### src/rtl/alarm_pkg.sv
// Shared types and helpers for the multi-source alarm sequencer.
// Holds the FSM state encoding, idle output levels and the source priority encoder.
package alarm_pkg;

  typedef enum logic [1:0] {
    IDLE     = 2'd0,
    BEEP_ON  = 2'd1,
    BEEP_OFF = 2'd2,
    PAUSE    = 2'd3
  } state_e;

  localparam logic BUZZER_IDLE = 1'b1;
  localparam logic LED_IDLE    = 1'b0;

  // Widest request vector the encoder accepts.
  localparam int ENC_W = 32;

  // Lowest set bit wins: index 0 is the highest-priority source.
  function automatic logic [4:0] prio_enc(input logic [ENC_W-1:0] v);
    logic [4:0] idx;
    idx = '0;
    for (int i = ENC_W - 1; i >= 0; i--) begin
      if (v[i]) idx = 5'(i);
    end
    return idx;
  endfunction

endpackage

### src/rtl/alarm_tick_gen.sv
// Clock-enable divider: counts 0..DIV-1 while enabled and pulses o_tick
// for one cycle on the terminal count. i_clr has priority over i_en.
module alarm_tick_gen #(
  parameter int DIV = 4
) (
  input  logic i_clk,
  input  logic i_rst,
  input  logic i_clr,
  input  logic i_en,
  output logic o_tick
);

  localparam int            CW   = (DIV > 1) ? $clog2(DIV) : 1;
  localparam logic [CW-1:0] LAST = CW'(DIV - 1);

  logic [CW-1:0] r_cnt;
  logic          w_last;

  assign w_last = (r_cnt == LAST);
  assign o_tick = i_en && w_last;

  always_ff @(posedge i_clk) begin
    if (i_rst || i_clr) begin
      r_cnt <= '0;
    end else if (i_en) begin
      r_cnt <= w_last ? '0 : r_cnt + CW'(1);
    end
  end

endmodule

### src/rtl/alarm_seq.sv
// Multi-source alarm sequencer: latches requests, serves the highest-priority
// one with a k+1 beep cadence. Optional auto-silence under macro ALARM_TIMEOUT_EN.
module alarm_seq
  import alarm_pkg::*;
#(
  parameter int NUM_SRC       = 4,
  parameter int TONE_DIV      = 8000,
  parameter int CADENCE_DIV   = 400000,
  parameter int PAUSE_UNITS   = 4,
  parameter int TIMEOUT_UNITS = 600
) (
  input  logic                       i_clk,
  input  logic                       i_rst,
  input  logic [NUM_SRC-1:0]         i_alarm,
  input  logic [NUM_SRC-1:0]         i_ack,
  input  logic                       i_mute,
  output logic                       o_led,
  output logic                       o_buzzer,
  output logic                       o_active,
  output logic [$clog2(NUM_SRC)-1:0] o_src_id
);

  localparam int            SW         = $clog2(NUM_SRC);
  localparam int            PW         = (PAUSE_UNITS > 1) ? $clog2(PAUSE_UNITS) : 1;
  localparam logic [PW-1:0] PAUSE_LAST = PW'(PAUSE_UNITS - 1);

  if (NUM_SRC < 2 || NUM_SRC > ENC_W || PAUSE_UNITS < 1 || TIMEOUT_UNITS < 1 ||
      TONE_DIV < 1 || CADENCE_DIV < 1) begin : g_bad_cfg
    $error("alarm_seq: unsupported parameter set");
  end

  state_e             r_state;
  logic [NUM_SRC-1:0] r_pending;
  logic [SW-1:0]      r_src;
  logic [SW-1:0]      r_beep_cnt;
  logic [PW-1:0]      r_pause_cnt;
  logic               r_tone_ph;
  logic               r_active;
  logic               r_buzzer;

  logic               w_any;
  logic               w_goto_idle;
  logic               w_beep_on;
  logic               w_tone_tick;
  logic               w_cad_tick;
  logic               w_cad_clr;
  logic               w_silenced;
  logic [SW-1:0]      w_next_src;

  assign w_any       = |r_pending;
  assign w_goto_idle = (r_state != IDLE) && !w_any;
  assign w_beep_on   = (r_state == BEEP_ON);
  assign w_next_src  = SW'(prio_enc(ENC_W'(r_pending)));

  // Ticks only advance inside a transition on the terminal count, where the
  // divider wraps anyway; the remaining transitions need an explicit clear.
  assign w_cad_clr   = (r_state == IDLE) || w_goto_idle;

  always_ff @(posedge i_clk) begin
    if (i_rst) r_pending <= '0;
    else       r_pending <= (r_pending & ~i_ack) | i_alarm;
  end

  alarm_tick_gen #(.DIV(TONE_DIV)) u_tone_div (
    .i_clk  (i_clk),
    .i_rst  (i_rst),
    .i_clr  (!w_beep_on),
    .i_en   (w_beep_on),
    .o_tick (w_tone_tick)
  );

  alarm_tick_gen #(.DIV(CADENCE_DIV)) u_cad_div (
    .i_clk  (i_clk),
    .i_rst  (i_rst),
    .i_clr  (w_cad_clr),
    .i_en   (r_state != IDLE),
    .o_tick (w_cad_tick)
  );

  // Phase sits at 1 outside BEEP_ON, so every beep starts from the idle level.
  always_ff @(posedge i_clk) begin
    if (i_rst || !w_beep_on) r_tone_ph <= 1'b1;
    else if (w_tone_tick)    r_tone_ph <= ~r_tone_ph;
  end

`ifdef ALARM_TIMEOUT_EN
  localparam int            TW      = $clog2(TIMEOUT_UNITS + 1);
  localparam logic [TW-1:0] TO_LAST = TW'(TIMEOUT_UNITS);

  logic [TW-1:0] r_to_cnt;

  always_ff @(posedge i_clk) begin
    if (i_rst || r_state == IDLE)     r_to_cnt <= '0;
    else if (w_cad_tick && !w_silenced) r_to_cnt <= r_to_cnt + TW'(1);
  end

  assign w_silenced = (r_to_cnt == TO_LAST);
`else
  assign w_silenced = 1'b0;
`endif

  always_ff @(posedge i_clk) begin
    if (i_rst) begin
      r_state     <= IDLE;
      r_src       <= '0;
      r_beep_cnt  <= '0;
      r_pause_cnt <= '0;
      r_active    <= LED_IDLE;
      r_buzzer    <= BUZZER_IDLE;
    end else begin
      r_active <= (r_state != IDLE);
      r_buzzer <= (w_beep_on && !i_mute && !w_silenced) ? r_tone_ph : BUZZER_IDLE;
      if (w_goto_idle) begin
        r_state <= IDLE;
      end else begin
        unique case (r_state)
          IDLE: begin
            if (w_any) begin
              r_state    <= BEEP_ON;
              r_src      <= w_next_src;
              r_beep_cnt <= '0;
            end
          end
          BEEP_ON: begin
            if (w_cad_tick) r_state <= BEEP_OFF;
          end
          BEEP_OFF: begin
            if (w_cad_tick) begin
              if (r_beep_cnt == r_src) begin
                r_state     <= PAUSE;
                r_pause_cnt <= '0;
              end else begin
                r_beep_cnt <= r_beep_cnt + SW'(1);
                r_state    <= BEEP_ON;
              end
            end
          end
          PAUSE: begin
            if (w_cad_tick) begin
              if (r_pause_cnt == PAUSE_LAST) begin
                // Only point besides IDLE exit where a new source is picked.
                r_state    <= w_any ? BEEP_ON : IDLE;
                r_src      <= w_next_src;
                r_beep_cnt <= '0;
              end else begin
                r_pause_cnt <= r_pause_cnt + PW'(1);
              end
            end
          end
          default: r_state <= IDLE;
        endcase
      end
    end
  end

  assign o_led    = r_active;
  assign o_active = r_active;
  assign o_buzzer = r_buzzer;
  assign o_src_id = r_src;

endmodule

### config.mk
export PLATFORM = sky130hd
export DESIGN_NAME = alarm_seq
export DESIGN_NICKNAME = d
export VERILOG_FILES = /design/src/rtl/alarm_pkg.sv /design/src/rtl/alarm_tick_gen.sv /design/src/rtl/alarm_seq.sv
export SDC_FILE = /design/constraint.sdc
export NUM_CORES = 1
export LEC_CHECK = 0
export CORE_ASPECT_RATIO = 0.5
export CORE_MARGIN = 5
export CORE_UTILIZATION = 58
export DETAILED_ROUTE_END_ITERATION = 12
export GPL_TIMING_DRIVEN = 0
export MAX_ROUTING_LAYER = met4
export PLACE_DENSITY = 0.78
export SLEW_MARGIN = 20
export SYNTH_ARGS = -nofsm -noshare
export SYNTH_HDL_FRONTEND = slang
export SYNTH_HIERARCHICAL = 1
export SYNTH_SLANG_ARGS = --single-unit
### constraint.sdc
create_clock -name i_clk -period 3.04 [get_ports i_clk]
set_clock_uncertainty 0.2 [all_clocks]
set_input_delay 0.608 -clock i_clk [delete_from_list [all_inputs] [get_ports i_clk]]
set_output_delay 0.608 -clock i_clk [all_outputs]
set_load 0.005 [all_outputs]
# Yosys cells after proc, flatten, opt, wreduce, memory -nomap -nowiden
# Index checks and enable logic that the tools add are counted.
[totals] register_bits=47 inputBits=11 out_inout_bits=5 wordCells=86
[op_classes] n_addsub=4 n_eq_ne=15 muxes=29 n_bitwise=6 n_reduce_logical=22
[ops] op="2-to-1 mux 2 bit" n=22
[ops] op="adder 19 x 1 -> 19 bit, second input constant" n=1
[ops] op="== test 19 bit, second input constant" n=1
[ops] op="2-to-1 mux 19 bit" n=1
[ops] op="adder 13 x 1 -> 13 bit, second input constant" n=1
[ops] op="== test 13 bit, second input constant" n=1
[ops] op="2-to-1 mux 13 bit" n=1
[ops] op="!= test 2 bit, second input constant" n=5
[ops] op="AND reduction 5 bit" n=2
[ops] op="one-hot mux 2 bit (2 select lines)" n=2
[ops] op="one-hot mux 2 bit (4 select lines)" n=1
[ops] op="AND reduction 7 bit" n=1
[ops] op="== test 2 bit, second input constant" n=3
[ops] op="!= test 2 x 1 -> 1 bit, second input constant" n=3
[ops] op="one-hot mux 2 bit (3 select lines)" n=1
[ops] op="AND reduction 6 bit" n=1
[ops] op="nonzero test 2 bit" n=3
[ops] op="adder 2 x 1 -> 2 bit, second input constant" n=2
[ops] op="bitwise AND 4 bit" n=1
[ops] op="logical AND 1 bit" n=4
[ops] op="inverter 4 bit" n=1
[ops] op="OR 4 bit" n=1
[ops] op="OR reduction 2 bit" n=2
[ops] op="OR reduction 4 bit" n=1
[ops] op="other kinds (8)" n=14

# Depth between registers and ports, before layout
# Gate-level depths: netlist of the first run.
[depth] word_depth=7 mapped_depth=11 mapped_depth_nobuf=10

# Modules after synthesis
# Netlist of the first run, hierarchy kept.
[by_module_without_submodules] mod="alarm_tick_gen (u_cad_div)" n_inst=1 cells_per_inst=106 area_each_um2=984.7 seq_area_each_um2=380.4
[by_module_without_submodules] mod="alarm_seq" n_inst=1 cells_per_inst=95 area_each_um2=822.0 seq_area_each_um2=300.3
[by_module_without_submodules] mod="alarm_tick_gen (u_tone_div)" n_inst=1 cells_per_inst=67 area_each_um2=613.1 seq_area_each_um2=260.2

# Worst setup path before layout of the first run
# Ideal clock, no wire load.
[synth_path] path_type="register to register" from="register r_state[0]" to="register r_pause_cnt[0]" setup_ns=0.070 t_arrival_ns=2.541 t_required_ns=2.770 slack_ns=0.228 path_stages_with_launch=12 n_path_buf=1 period_less_slack_ns=2.812 cell_sequence="dfxtp_1 > inv_1 > ha_1 > inv_1 > buf_2 > nand3_4 > or2_4 > nor3_1 > a21boi_1 > o221ai_2 > or4b_1 > a21oi_1"
[synth_between] elab_chain_len=4
[synth_lines] item="start, declared" line="alarm_seq.sv:32" source="state_e r_state;"
[synth_lines] item="start signal, assigned" line="alarm_seq.sv:142" source="r_state <= w_any ? BEEP_ON : IDLE;"
[synth_lines] item="nonzero test 2 bit (*)" line="alarm_seq.sv:76" source=".i_en (r_state != IDLE),"
[synth_lines] item="logical AND 1 bit (*)" line="alarm_tick_gen.sv:20" source="assign o_tick = i_en && w_last;"
[synth_lines] item="via w_cad_tick" line="alarm_seq.sv:45" source="logic w_cad_tick;"
[synth_lines] item="!= test 2 x 1 -> 1 bit (no source line)"
[synth_lines] item="AND reduction 6 bit (no source line) (*)"
[synth_lines] item="end signal, assigned" line="alarm_seq.sv:146" source="r_pause_cnt <= r_pause_cnt + PW'(1);"
[synth_lines] item="end, declared" line="alarm_seq.sv:36" source="logic [PW-1:0] r_pause_cnt;"
# Mark *: on every way through the listed nets, which the timed path passes. The rest lies on a longest branch.
# A chain may end at the register's enable or synchronous reset.

# Worst setup path in the final report of the first run
[layout_path] from="register r_state[1]" to="register r_pause_cnt[0]"
# The elaborated chain is that of the path after synthesis.

==> results.tsv, run 1 <==
stage	metric	value	unit
run_status	status	completed	
setup_path	r2r_start	r_state[1]	
setup_path	crit_fanout	7	
route	drc	0	
timing	setup_viol	0	
pwr	p_sw_share	31.28	%
timing	tightest_slew	0.5663	ns
setup_path	required	3.06	ns
yosys	syn_area	2420	um^2
finish	nFillCells	300	
clocking	cts_post_setup_buffers_inserted	0	
yosys	syn-instance-count	268	
route	wl	4869	um
floorplanning	die_area	5642	um^2
route	viasPerCell	5.771	
floorplanning	die_h	55.68	um
clocking	clockBufferDepth	2	
grt	first_global_vias	1855	
yosys	yosysWarnings	6	
finish	drive_above_1_share	15.81	%
route	ant_nets	0	
timing	fmax	346.0	MHz
yosys	avgSynthCellArea	9.029	um^2
grt	grtUsageTotal	18.05	%
floorplanning	die_x	101.3	um
clocking	h-tree-depth	2	
floorplanning	start_util	61.05	%
hold_path	hold_path_class	reg -> reg	
grt	grt_overflow	0	
pwr	power.internal	0.001110	W
yosys	async_flop_share	0	%
pwr	finalPower	0.001615	W
grt	grt_start_max_net_pins	15	
timing	hold_violations	0	
finish	areaGrowthSynthToFinish	14.89	%
route	dr.pass1.iters	4	
route	vias	1991	
pwr	p_comb_share	28.0	%
floorplanning	io_pins	16	
clocking	ctsHoldBuffers	0	
clocking	clock_latency	0.29	ns
route	drtIter0Drc	55	
setup_path	r2r-end	r_pause_cnt[0]	
placed_design	gp_congestion	0.8060	
yosys	ys_types	57	
yosys	synth_edf_count	0	
yosys	synthesis.nets	287	
clocking	cts.sinks	47	
finish	fin_nets	309	
placed_design	io_buffers	15	
setup_path	crit_path_start_kind	register	
setup_path	cp.arrival	2.91	ns
setup_path	r2r_slack	0.15	ns
floorplanning	num_rows	16	
clocking	clk_pin_slew	0.09	ns
hold_path	whs_path_depth	1	
run	maxCapViolations	0	
grt	grt_pass1_wl	8286	um
clocking	cts_tree	yes	
setup_path	ff2ff_path_depth	11	
timing	post-route-min-period	2.890	ns
pwr	power_leakage	0.9708	nW
grt	antenna_found_initial	0	
pwr	p_clk_share	29.4	%
timing	relSlewSlack	61.93	%
yosys	yosysSeqAreaShare	38.88	%
setup_path	cp-end-kind	register	
pwr	vdd_ir_drop_max	0.4127	mV
timing	whs	0.2804	ns
pwr	p_switching	0.0005051	W
timing	finalCritPeriodShare	95.08	%
pwr	seq_power_share	42.7	%
yosys	synth_flop_cell	dfxtp_1	
route	wl_per_cell	14.11	um
hold_path	holdPathEnd	o_buzzer	
clocking	cts_root_buf	clkbuf_8	
finish	layout_commonest_cell	dfxtp_1	
finish	mostFrequentLayoutCells	dfxtp_1, nor2_1, nand2_1, xnor2_1, clkdlybuf4s50_1	
setup_path	path_class	reg -> reg	
hold_path	hp-start	r_tone_ph	
yosys	ys_seq_elements	47	
pwr	powerDensity	580.8	nW/um^2
clocking	cts_buffers	5	
placed_design	dp_hpwl	3519	um
timing	drv_slew	0	
floorplanning	core	3964	um^2
finish	antenna_cells	0	
synth_stat cells, types with 2 or more instances:
cell type | instances | area [um^2]
nor2_2 | 10 | 62.56
and2_1 | 3 | 18.77
nor2_1 | 32 | 120.1
o21ai_1 | 2 | 10.01
nor3b_1 | 2 | 15.01
xnor2_1 | 15 | 131.4
nand3_2 | 2 | 20.02
and4_1 | 2 | 17.52
nand2_1 | 15 | 56.30
o31ai_1 | 2 | 15.01
inv_1 | 13 | 48.80
buf_2 | 2 | 10.01
clkbuf_1 | 2 | 7.510
a21oi_1 | 14 | 70.07
nor4_2 | 2 | 25.02
and3_1 | 4 | 25.02
or4_1 | 2 | 15.01
o21ai_0 | 6 | 30.03
nor2b_1 | 2 | 12.51
or3_1 | 4 | 25.02
nor3_1 | 10 | 50.05
o31ai_4 | 2 | 42.54
nor4_1 | 5 | 31.28
ha_1 | 8 | 100.1
nand3_1 | 10 | 50.05
o221a_2 | 2 | 22.52
or4b_1 | 2 | 20.02
nand4_1 | 7 | 43.79
xor2_1 | 12 | 105.1
dfxtp_1 | 47 | 940.9
cell families after synthesis:
logic type | synth area share [%]
mux | 0.4137
xor+xnor | 9.773
buf+inv | 3.516
fa+ha+maj | 4.137
flops | 38.88
simple gates | 29.78
compound gates | 13.50
metrics by stage:
step | std cells | setup WS (ns) | setup TNS, ns | utilization, % | cell area (um^2)
after floorplan | 268 | 0.2285 | 0 | - | 2420
after global placement | 337 | -0.08191 | -0.1802 | 66.54 | 2638
after detailed placement | 337 | -0.1749 | -0.4838 | 66.54 | 2638
after CTS | 345 | 0.03225 | 0 | 69.85 | 2769
after global routing | 345 | -0.009233 | -0.009233 | 70.14 | 2780
final | 345 | 0.1497 | 0 | 70.14 | 2780
critical path, stage by stage, from the launching register on:
cell      delay, ns
dfxtp_2        0.38
inv_1          0.11
ha_2           0.23
inv_1          0.09
clkbuf_4       0.19
nand3_4        0.12
or2_4          0.31
nor3_4         0.19
a21boi_1       0.22
o221ai_2       0.13
or4b_1         0.49
a21oi_1        0.16
state kept, by name, indices dropped and copies added, names as in the netlist:
| register | count |
|---|---|
| r_pause_cnt | 2 |
| u_tone_div/r_cnt | 13 |
| o_active | 1 |
| u_cad_div/r_cnt | 19 |
| r_tone_ph | 1 |
| r_state | 2 |
| o_buzzer | 1 |
| r_pending | 4 |
| o_src_id | 2 |
| r_beep_cnt | 2 |
area by class of cell:
type                       count  area (um^2)  area share [%]
timing repair buffer          15        150.1           5.401
inverter                      13        48.80           1.755
buffer                         6        38.79           1.395
clock buffer                   6        82.58           2.970
clock inverter                 2        35.03           1.260
multi-input combinational    202         1414           50.86
sequential                    47        943.4           33.93
tap                           54        67.56           2.430
routing by layer:
| layer | up-vias | track usage [%] | part of all wire, % |
|---|---|---|---|
| li1 | 997 | - | - |
| met1 | 968 | 23.88 | 49 |
| met2 | 24 | 28.90 | 48 |
| met3 | 2 | 4.380 | 2.9 |
| met4 | 0 | 2.083 | 0.16 |
| met5 | - | - | 0 |
power by group through the flow:
stage	sequential, W	clock [W]	combinational (W)
6_report	0.000689	0.000474	0.000452
5_1_grt	0.000694	0.000510	0.000496
4_1_cts	0.000685	0.000482	0.000435
3_5_place_dp	0.000700	0	0.000424
3_3_place_gp	0.000698	0	0.000407
2_1_floorplan	0.000693	0	0.000308
worst max-delay path by stage:
stage                endpoint  startpoint  slack (ns)  depth (start not counted)
2_1_floorplan  r_pause_cnt[0]  r_state[0]        0.23                         11
3_3_place_gp       r_state[1]  r_state[0]       -0.08                         11
3_5_place_dp       r_state[0]  r_state[0]       -0.17                         11
4_1_cts        r_pause_cnt[0]  r_state[0]        0.03                         11
5_1_grt        r_pause_cnt[0]  r_state[0]      -0.009                         11
6_report       r_pause_cnt[0]  r_state[1]        0.15                         11
repair_timing:
| action | in CTS | in global routing |
|---|---|---|
| gates cloned | 0 | 0 |
| gates resized for setup | 3 | 4 |
| pin swaps | 0 | 1 |
| setup endpoints to repair | 5 | 3 |
Power figures use the tool's default switching activity.
==> run 2: changes to the inputs <==
--- a/config.mk
+++ b/config.mk
@@ -6,7 +6,6 @@
 export NUM_CORES = 1
 export LEC_CHECK = 0
 export CORE_ASPECT_RATIO = 0.5
-export CORE_MARGIN = 5
 export CORE_UTILIZATION = 58
 export DETAILED_ROUTE_END_ITERATION = 12
 export GPL_TIMING_DRIVEN = 0
==> results.tsv, run 2 (same netlist as run 1, synthesis figures left out) <==
stage	metric	value	unit	change
timing	drv_slew	0		unchanged
finish	reg.largest.list	u_cad_div/r_cnt (19), u_tone_div/r_cnt (13), r_pending (4)		
run_status	status	completed		
clocking	clock_latency	0.31	ns	+0.02 ns
clocking	clk_pin_slew	0.08	ns	about the same
hold_path	whs_path_depth	1		unchanged
finish	regMostFlops	u_cad_div/r_cnt		
setup_path	ff2ff_path_depth	11		unchanged
clocking	clockBufferDepth	2		unchanged
placed_design	dp_hpwl	3414	um	-3.0%
timing	hold_violations	0		unchanged
setup_path	crit_path_top_delay_cell	or4b_1		
setup_path	r2r_slack	0.20	ns	+0.05 ns
floorplanning	start_util	61.36	%	+0.31 points
route	wl_per_cell	13.44	um	-4.8%
finish	areaGrowthSynthToFinish	13.65	%	
setup_path	critPathBufInv	3		unchanged
run	maxCapViolations	0		unchanged
setup_path	cp-end-kind	register		
pwr	vdd_ir_drop_max	0.4424	mV	+7.2%
timing	relSlewSlack	61.26	%	-0.67 points
setup_path	cp_cell_sequence	inv_1, ha_2, inv_1, clkbuf_4, nand3_4, or2_4, nor3_4, a21boi_1, o221ai_2, or4b_1, a21oi_1		
finish	mostFrequentLayoutCells	dfxtp_1, nor2_1, nand2_1, xnor2_1, clkdlybuf4s50_1		
setup_path	crit_path_start_kind	register		
grt	first_global_vias	1666		-10%
clocking	cts_post_setup_buffers_inserted	0		unchanged
floorplanning	die_x	93.35	um	-7.9%
setup_path	crit_start	r_state[0]		
finish	nFillCells	311		+3.7%
timing	setup_viol	0		unchanged
pwr	power_leakage	0.9566	nW	-1.5%
setup_path	crit_fanout	7		unchanged
pwr	finalPower	0.001511	W	-6.5%
floorplanning	io_pins	16		unchanged
setup_path	critPathTopFamily	simple AND/OR/NAND/NOR gates		
grt	grt_pass1_wl	7472	um	-9.8%
route	viasPerCell	5.608		-2.8%
hold_path	hold_path_class	reg -> reg		
timing	fin_tns_setup	0	ns	unchanged
clocking	cts_tree	yes		
clocking	ctsHoldBuffers	0		unchanged
grt	grt_overflow	0		unchanged
setup_path	required	3.08	ns	+0.02 ns
finish	antenna_cells	0		unchanged
floorplanning	num_rows	16		unchanged
finish	largest_reg_flops	19		unchanged
route	drtIter0Drc	103		+87%
pwr	powerDensity	549.3	nW/um^2	-5.4%
timing	tightest_slew	0.5763	ns	+0.01001 ns
clocking	cts_root_buf	clkbuf_8		
grt	grt_start_max_net_pins	14		-1
floorplanning	die_area	4450	um^2	-21%
finish	fin_nets	309		unchanged
finish	drive_above_1_share	15.52	%	-0.29 points
finish	instances_no_fill	344		-0.29%
timing	finalCritPeriodShare	93.33	%	-1.7 points
placed_design	placed_cells	337		unchanged
route	wl	4622	um	-5.1%
grt	grtUsageTotal	23.47	%	+5.4 points
setup_path	path_class	reg -> reg		
timing	post-route-min-period	2.837	ns	-0.05294 ns
hold_path	holdPathEnd	o_buzzer		
setup_path	cp.arrival	2.87	ns	-0.04 ns
clocking	cts.sinks	47		unchanged
grt	antenna_found_initial	0		unchanged
hold_path	hp-start	r_tone_ph		
route	vias	1929		-3.1%
timing	fmax	352.4	MHz	+1.9%
setup_path	cpPeakStageDelay	0.48	ns	about the same
finish	layout_commonest_cell	dfxtp_1		
timing	rsz0062_at_grt	no		
floorplanning	die_h	47.68	um	-14%
placed_design	gp_congestion	0.8443		+4.8%
setup_path	crit_top_cell	inv_1		
placed_design	io_buffers	15		unchanged
route	ant_nets	0		unchanged
clocking	h-tree-depth	2		unchanged
clocking	cts_buffers	5		unchanged
finish	final_util	69.73	%	-0.41 points
setup_path	r2r-end	r_pause_cnt[0]		
setup_path	r2r_start	r_state[0]		
floorplanning	core	3944	um^2	-0.51%
route	dr.pass1.iters	4		unchanged
route	drc	0		unchanged
==> run 2: cell types whose count changed in the layout (fill, tap and decap cells not counted) <==
cell | previous run | this run
bufinv_16 | 1 | 0
==> run 2: area by class of cell <==
cell class                 count  area, um^2  area share (%)
buffer                         6       38.79           1.410
inverter                      13       48.80           1.774
clock buffer                   6       82.58           3.003
clock inverter                 1       5.005          0.1820
sequential                    47       943.4           34.30
timing repair buffer          15       150.1           5.460
tap                           54       67.56           2.457
multi-input combinational    202        1414           51.41
==> run 2: worst max path at each step <==
| stage | endpoint | slack [ns] | cells past startpoint |
|---|---|---|---|
| 4_1_cts | r_pause_cnt[0] | 0.02 | 11 |
| 5_1_grt | r_pause_cnt[0] | 0.06 | 11 |
| 3_5_place_dp | r_pause_cnt[0] | -0.19 | 11 |
| 6_report | r_pause_cnt[0] | 0.20 | 11 |
| 2_1_floorplan | r_pause_cnt[0] | 0.23 | 11 |
| 3_3_place_gp | r_pause_cnt[0] | -0.15 | 11 |
==> run 2: per-stage QoR <==
stage	hold slack, ns	cell area, um^2	setup WS, ns
after floorplan	0.2387	2420	0.2285
after global placement	0.2563	2638	-0.1454
after detailed placement	0.2658	2638	-0.1882
after CTS	0.2880	2736	0.01635
after global routing	0.3147	2750	0.05715
final	0.2803	2750	0.2026
==> run 2: routing by layer <==
metal / up-vias / share of wire [%] / track usage [%]
met1: 905 / 50 / 29.01
met2: 28 / 46 / 37.79
li1: 991 / - / -
met5: - / 0 / -
met3: 5 / 3.4 / 5.714
met4: 0 / 0.82 / 10.15
==> run 2: power by group <==
group / leakage (nW) / switching [W] / internal, W
combinational: 0.528 / 0.000245 / 0.000193
clock: 0.0470 / 0.000205 / 0.000179
sequential: 0.381 / 0.0000383 / 0.000650
==> run 2: repair_timing <==
action                                  in CTS  in global routing
endpoints found under the setup margin       5                  4
gates cloned                                 0                  0
gates resized for setup                      2                  5
pin swaps                                    0                  1
